File: config.mk
export PLATFORM = sky130hd
export DESIGN_NAME = demux_stream
export DESIGN_NICKNAME = d
export VERILOG_FILES = /design/src/rtl/demux_stream.sv
export SDC_FILE = /design/constraint.sdc
export NUM_CORES = 1
export LEC_CHECK = 0
export ABC_CLOCK_PERIOD_IN_PS = 3200
export CORE_MARGIN = 2
export CORE_UTILIZATION = 40
export CTS_BUF_LIST = sky130_fd_sc_hd__clkbuf_16
export DETAILED_ROUTE_END_ITERATION = 6
export HOLD_SLACK_MARGIN = 0.05
export PLACE_DENSITY = 0.7
export SLEW_MARGIN = 5
export SYNTH_ARGS = -nofsm -noshare
export SYNTH_HDL_FRONTEND = slang
export SYNTH_SLANG_ARGS = --single-unit
File: constraint.sdc
create_clock -name clk -period 3.2 [get_ports clk]
set_input_delay 0.48 -clock clk [delete_from_list [all_inputs] [get_ports clk]]
set_output_delay 0.48 -clock clk [all_outputs]
set_load 0.01 [all_outputs]
File: src/rtl/demux_stream.sv
// One-to-CH stream demultiplexer with a one-entry register per output channel.
// Optional broadcast to every channel is enabled by defining DEMUX_STREAM_BCAST_EN.
module demux_stream #(
  parameter int W  = 8,
  parameter int CH = 16
) (
  input  logic                  clk,
  input  logic                  rst_n,
  input  logic [W-1:0]          in_data,
  input  logic [$clog2(CH)-1:0] in_sel,
  input  logic                  in_bcast,
  input  logic                  in_valid,
  output logic                  in_ready,
  output logic [CH*W-1:0]       out_data,
  output logic [CH-1:0]         out_valid,
  input  logic [CH-1:0]         out_ready,
  output logic                  err,
  input  logic                  err_clr
);

  localparam int SEL_W = $clog2(CH);
  localparam logic [SEL_W:0] CH_EXT = (SEL_W+1)'(CH);

  logic [CH-1:0]   valid_q;
  logic [CH*W-1:0] data_q;
  logic            err_q;

  logic [CH-1:0]   chan_free;
  logic [CH-1:0]   load;
  logic            bcast_mode;
  logic            in_range;
  logic            sel_free;
  logic            err_set;
  logic            ready_int;

`ifdef DEMUX_STREAM_BCAST_EN
  assign bcast_mode = in_bcast;
`else
  logic unused_bcast;
  assign unused_bcast = in_bcast;
  assign bcast_mode   = 1'b0;
`endif

  // A channel may take new data if it is empty or being drained on this same edge.
  always_comb begin
    chan_free = ~valid_q | out_ready;
    in_range  = ({1'b0, in_sel} < CH_EXT);
    sel_free  = 1'b0;
    for (int k = 0; k < CH; k++) begin
      if (in_sel == SEL_W'(k)) sel_free = chan_free[k];
    end
  end

  always_comb begin
    ready_int = 1'b0;
    load      = '0;
    err_set   = 1'b0;
    if (bcast_mode) begin
      ready_int = &chan_free;
      load      = {CH{in_valid & ready_int}};
    end else if (in_range) begin
      ready_int = sel_free;
      for (int k = 0; k < CH; k++) begin
        if (in_sel == SEL_W'(k)) load[k] = in_valid & sel_free;
      end
    end else begin
      // Out-of-range selects are swallowed so the upstream never deadlocks.
      ready_int = 1'b1;
      err_set   = in_valid;
    end
  end

  always_ff @(posedge clk or negedge rst_n) begin
    if (!rst_n) begin
      valid_q <= '0;
      data_q  <= '0;
      err_q   <= 1'b0;
    end else begin
      for (int k = 0; k < CH; k++) begin
        if (load[k]) begin
          valid_q[k]        <= 1'b1;
          data_q[k*W +: W]  <= in_data;
        end else if (out_ready[k]) begin
          valid_q[k] <= 1'b0;
        end
      end
      if (err_set) begin
        err_q <= 1'b1;
      end else if (err_clr) begin
        err_q <= 1'b0;
      end
    end
  end

  assign in_ready  = ready_int;
  assign out_data  = data_q;
  assign out_valid = valid_q;
  assign err       = err_q;

endmodule

==> impl_metrics.csv, run 1 <==
group,metric,value,unit
status,status,"completed",
clock_tree,cts_htree_levels,4,
clock_tree,clk_pin_slew,60,ps
grt,grt-ovfl-total,0,
grt,grt_max_degree,80,
cells_and_area,post-route-util,60.1,%
sta,final.setup.tns,0,ps
critical_path,r2r-start,"out_valid[9]",
clock_tree,clock_sinks,144,
route,vias,4020,
yosys,syn_inst,385,
critical_path,timing_worst_setup_path_type,"in -> out",
sta,slew_headroom,39.4,%
cells_and_area,seq_area,0.00360,mm^2
floorplanning,start_util,41.0,%
cells_and_area,nNetsFinal,621,
critical_path,crit_start,"in_sel[0]",
route,drcViolationCount,0,
route,finalWirelength,15900,um
pwr,p_per_area,714,mW/mm^2
place,io_buffer_count,175,
route,via_per_inst,5.12,
clock_tree,numCtsBuffers,17,
route,drt_iter0_drc,142,
yosys,yosysUniqueCellTypes,37,
sta,report.final.hold_viol_count,0,
critical_path,critPathLaunchType,"input port",
place,post-place-cells,753,
critical_path,worstSetupEndpointType,"output port",
cells_and_area,layout_commonest_cell,"clkdlybuf4s50_1",
cells_and_area,multi_input_area,0.00219,mm^2
worst_hold_path,hp-class,"in -> async",
sta,timing.hold.ws,82.6,ps
sta,setup_viol,0,
floorplanning,die_x,126,um
critical_path,rrSetupSlack,900,ps
cells_and_area,num-fill-cells,1133,
yosys,synthesis.area,0.00597,mm^2
pwr,power.leakage,3.87,nW
place,routabilityCongestion,0.918,
grt,grt_pass1_wl,25100,um
clock_tree,cts_root_buf,"clkbuf_16",
place,dp_hpwl,11000,um
floorplanning,die-area,0.0159,mm^2
sta,slew_violations,0,
clock_tree,clk_path_buf_depth,2,
yosys,synth_nets,418,
route,wl_per_cell,20.2,um
yosys,seq_area_frac_synth,60.4,%
cells_and_area,mostFrequentLayoutCells,"172 x clkdlybuf4s50_1, 144 x dfrtp_1, 120 x mux2_2",
grt,antenna_found_initial,0,
route,first_pass_iters,4,
sta,rsz0062_at_grt,"false",
yosys,synth_area_per_cell,15.5,um^2
yosys,ys_warn_count,0,
sta,worst_pin_slew,907,ps
yosys,synth_seq_cells,144,
sta,finalCriticalPeriod,2760,ps
cells_and_area,layout.cells.non_filler,785,
pwr,ir_drop,0.000453,V
clock_tree,clkLatencyLatePin,420,ps
grt,grt_pass1_vias,4324,
floorplanning,ios,179,
cells_and_area,drive_gt1_share,34.1,%
floorplanning,rows,44,
sta,finalCritPeriodShare,86.3,%
clock_tree,cts_tree,"built",
route,final_antenna_net_count,0,
grt,track_usage,20.8,%
sta,max_clock_freq,362,MHz
clock_tree,post_cts_buffers,0,
cells_and_area,antenna_cells,0,
critical_path,crit_fanout,9,
floorplanning,coreArea,0.0145,mm^2
critical_path,critPathArrivalTime,2280,ps
run,maxCapViolations,0,
floorplanning,die-height,126,um
sta,clock_skew,10.9,ps
critical_path,cp.required,2720,ps
cells_and_area,syn2layout_area_growth,46.4,%
## timing repair
item,4_1_cts,5_1_grt
hold buffers,0,0
gates resized for setup,0,5
setup endpoints to repair,0,1
## area by class of cell
class / count / area share [%]
clock buffer: 17 / 4.87
clock inverter: 15 / 2.03
inverter: 7 / 0.301
multi-input combinational: 212 / 25.1
sequential: 144 / 41.2
tap: 184 / 2.64
timing repair buffer: 206 / 23.8
## kinds of logic (layout without fill, tap and decap cells)
family	after synthesis	count (layout)	share of synthesized area (%)
buffers and inverters	29	245	2.96
muxes	128	128	24.7
AOI/OAI and AO/OA	36	36	7.34
and+or+nand+nor	47	47	4.57
DFF	144	144	60.4
other	1	1	0.0629
## metal layers
metal | share of wire, % | wire length [um] | vias to the layer above | global-route usage, %
met3 | 6.7 | 1060 | 15 | 6.54
met2 | 50 | 7890 | 132 | 33.9
met5 | 0 | 0 | - | 0
met1 | 42 | 6670 | 2090 | 26.2
li1 | - | - | 1783 | -
met4 | 1.6 | 262 | 0 | 7.76
## through the flow
stage	total power [mW]	setup WS, ps	area, um^2
after global routing	6.52	365	8740
after detailed placement	4.27	43.8	8120
after global placement	4.21	67.3	8120
after floorplan	3.16	717	5970
after CTS	6.31	23.3	8720
final	6.23	438	8740
## final timing paths
check,endpoint,depth (start not counted)
worst max register to register,out_data[36],7
worst min-delay path,out_data[59],1
worst min register to register,out_data[30],1
min in group clk,out_data[30],1
worst max-delay path,in_ready,8
max in group asynchronous,out_data[56],2
## synth_stat cells
cell type / instances / area share, %
a211oi_1: 1 / 0.13
a21o_1: 1 / 0.13
a21oi_1: 3 / 0.25
a221o_1: 1 / 0.17
a22oi_1: 1 / 0.13
a31oi_1: 1 / 0.10
a31oi_2: 1 / 0.21
a32o_1: 1 / 0.17
a32oi_1: 1 / 0.15
and2_1: 1 / 0.10
buf_12: 1 / 0.34
buf_2: 2 / 0.17
buf_4: 5 / 0.63
buf_6: 4 / 0.75
clkbuf_1: 10 / 0.63
conb_1: 1 / 0.063
dfrtp_1: 144 / 60
inv_1: 7 / 0.44
mux2_2: 120 / 23
mux2_4: 8 / 2.0
nand2_1: 9 / 0.57
nand2b_1: 12 / 1.3
nand3_1: 1 / 0.084
nand3b_1: 3 / 0.38
nand4_1: 1 / 0.10
nor2_1: 4 / 0.25
nor2_2: 2 / 0.21
nor2b_1: 11 / 1.2
nor3b_1: 2 / 0.25
nor4_2: 1 / 0.21
o2111ai_1: 1 / 0.15
o2111ai_2: 4 / 1.0
o2111ai_4: 8 / 3.5
o211ai_1: 1 / 0.13
o21ai_0: 8 / 0.67
o21ai_1: 2 / 0.17
o21ai_4: 1 / 0.27
## state kept, by name, indices dropped and copies added, names as in the netlist
name and count:
out_data 128, out_valid 16
## critical path, stage by stage
cell             delay [ps]
clkdlybuf4s50_1         450
buf_4                   190
and2_2                  240
a32o_1                  240
a221o_1                 320
nor2_1                  110
a31oi_1                  50
dlymetal6s2s_1          200
## power by group
| part | switching [mW] | internal, mW | leakage [nW] |
|---|---|---|---|
| Clock | 0.727 | 1.29 | 0.307 |
| Combinational | 0.666 | 1.09 | 1.73 |
| Sequential | 0.221 | 2.24 | 1.83 |
No activity file was read; power rests on OpenSTA's default activity.
==> inputs of run 2 (changes only) <==
--- a/config.mk
+++ b/config.mk
@@ -10,8 +10,9 @@
 export CORE_UTILIZATION = 40
 export CTS_BUF_LIST = sky130_fd_sc_hd__clkbuf_16
 export DETAILED_ROUTE_END_ITERATION = 6
-export HOLD_SLACK_MARGIN = 0.05
+export GPL_TIMING_DRIVEN = 0
 export PLACE_DENSITY = 0.7
+export SKIP_CTS_REPAIR_TIMING = 1
 export SLEW_MARGIN = 5
 export SYNTH_ARGS = -nofsm -noshare
 export SYNTH_HDL_FRONTEND = slang
==> impl_metrics.csv, run 2 (same netlist as run 1, synthesis figures left out) <==
group,metric,value,unit
sta,report.final.hold_viol_count,0,
critical_path,crit_fanout,10,
clock_tree,clkLatencyLatePin,410,ps
floorplanning,ios,179,
sta,timing.hold.ws,28.3,ps
place,placed_cell_area,0.00796,mm^2
critical_path,crit_start,"in_sel[1]",
sta,slew_violations,0,
run,maxCapViolations,0,
floorplanning,die-area,0.0159,mm^2
clock_tree,clock_sinks,144,
critical_path,worstRegToRegCells,5,
sta,setup_viol,0,
grt,grt_pass1_vias,4117,
route,vias,3902,
pwr,ir_drop,0.000547,V
floorplanning,die_x,126,um
route,final_antenna_net_count,0,
cells_and_area,largest_reg_flops,128,
floorplanning,rows,44,
sta,max_clock_freq,329,MHz
route,finalWirelength,15400,um
clock_tree,cts_htree_levels,4,
cells_and_area,post-route-util,58.8,%
cells_and_area,nNetsFinal,611,
sta,slew_headroom,15.2,%
place,post-place-cells,743,
sta,finalCriticalPeriod,3040,ps
worst_hold_path,hp-class,"in -> async",
place,routabilityCongestion,0.852,
critical_path,rr_endpoint,"out_data[99]",
critical_path,cp.required,2720,ps
route,drcViolationCount,0,
place,io_buffer_count,173,
clock_tree,cts_root_buf,"clkbuf_16",
route,via_per_inst,5.05,
clock_tree,clk_pin_slew,60,ps
pwr,p_per_area,709,mW/mm^2
critical_path,critPathLaunchType,"input port",
sta,rsz0062_at_grt,"false",
sta,final.setup.tns,0,ps
sta,worst_pin_slew,1260,ps
grt,track_usage,20.2,%
cells_and_area,stdcell_area,0.00855,mm^2
clock_tree,clk_path_buf_depth,2,
route,drt_iter0_drc,185,
cells_and_area,drive_gt1_share,32.1,%
status,status,"completed",
floorplanning,die-height,126,um
critical_path,timing_worst_setup_path_type,"in -> out",
cells_and_area,mostFrequentLayoutCells,"169 x clkdlybuf4s50_1, 144 x dfrtp_1, 120 x mux2_2",
cells_and_area,antenna_cells,0,
floorplanning,start_util,41.0,%
route,first_pass_iters,4,
cells_and_area,layout_commonest_cell,"clkdlybuf4s50_1",
sta,worst_slack,163,ps
pwr,total_power,6.06,mW
clock_tree,numCtsBuffers,17,
route,wl_per_cell,20.0,um
grt,antenna_found_initial,0,
sta,finalCritPeriodShare,94.9,%
critical_path,r2r-start,"out_valid[13]",
critical_path,worstSetupEndpointType,"output port",
cells_and_area,syn2layout_area_growth,43.3,%
place,dp_hpwl,10900,um
critical_path,endpoint,"in_ready",
place,dp_slack,-472,ps
grt,grt_pass1_wl,24100,um
critical_path,rrSetupSlack,830,ps
grt,grt_max_degree,86,
cells_and_area,layout.cells.non_filler,772,
critical_path,critPathArrivalTime,2560,ps
sta,clock_skew,7.30,ps
grt,grt-ovfl-total,0,
clock_tree,cts_tree,"built",
floorplanning,coreArea,0.0145,mm^2
cells_and_area,num-fill-cells,1186,
pwr,power.leakage,3.74,nW
## run 2: cell types whose count changed in the layout (fill, tap and decap cells not counted), sizes merged
cell           change
buf               -17
clkbuf             +9
inv                -4
clkdlybuf4s50      -3
bufinv             -2
clkinv             +2
clkinvlp           +1
dlymetal6s2s       +1
## run 2: critical path, cell delays in order
cell	delay [ps]
clkdlybuf4s50_1	500
buf_6	190
nor2b_1	130
a21oi_1	150
o21ai_1	90
a221o_1	360
buf_6	140
buf_12	150
nor2_1	100
a31oi_1	50
dlymetal6s2s_1	210
## run 2: worst min path at each step
stage                             start       endpoint  slack [ps]
after global placement    out_data[103]  out_data[103]         490
after floorplan                   rst_n    out_data[0]         180
after global routing              rst_n   out_data[78]          50
after detailed placement          rst_n   out_data[78]         480
final                             rst_n  out_data[102]          30
after CTS                         rst_n   out_data[78]          40
## run 2: cell type report
cell class | instances | area, um^2 | area share, %
clock inverter | 12 | 124 | 1.45
inverter | 7 | 26.3 | 0.307
buffer | 21 | 154 | 1.80
tap | 184 | 230 | 2.69
multi-input combinational | 212 | 2210 | 25.9
timing repair buffer | 175 | 1780 | 20.8
clock buffer | 17 | 425 | 4.98
sequential | 144 | 3600 | 42.1
## run 2: power breakdown
group | switching, mW | internal (mW)
Combinational | 0.660 | 1.09
Clock | 0.721 | 1.12
Sequential | 0.221 | 2.24
## run 2: routing by layer
metal / track usage [%] / wire length (um) / vias to the layer above
met3: 5.99 / 867 / 22
met5: 0 / 0 / -
met2: 32.4 / 7430 / 127
li1: - / - / 1761
met4: 7.82 / 395 / 0
met1: 25.9 / 6760 / 1992
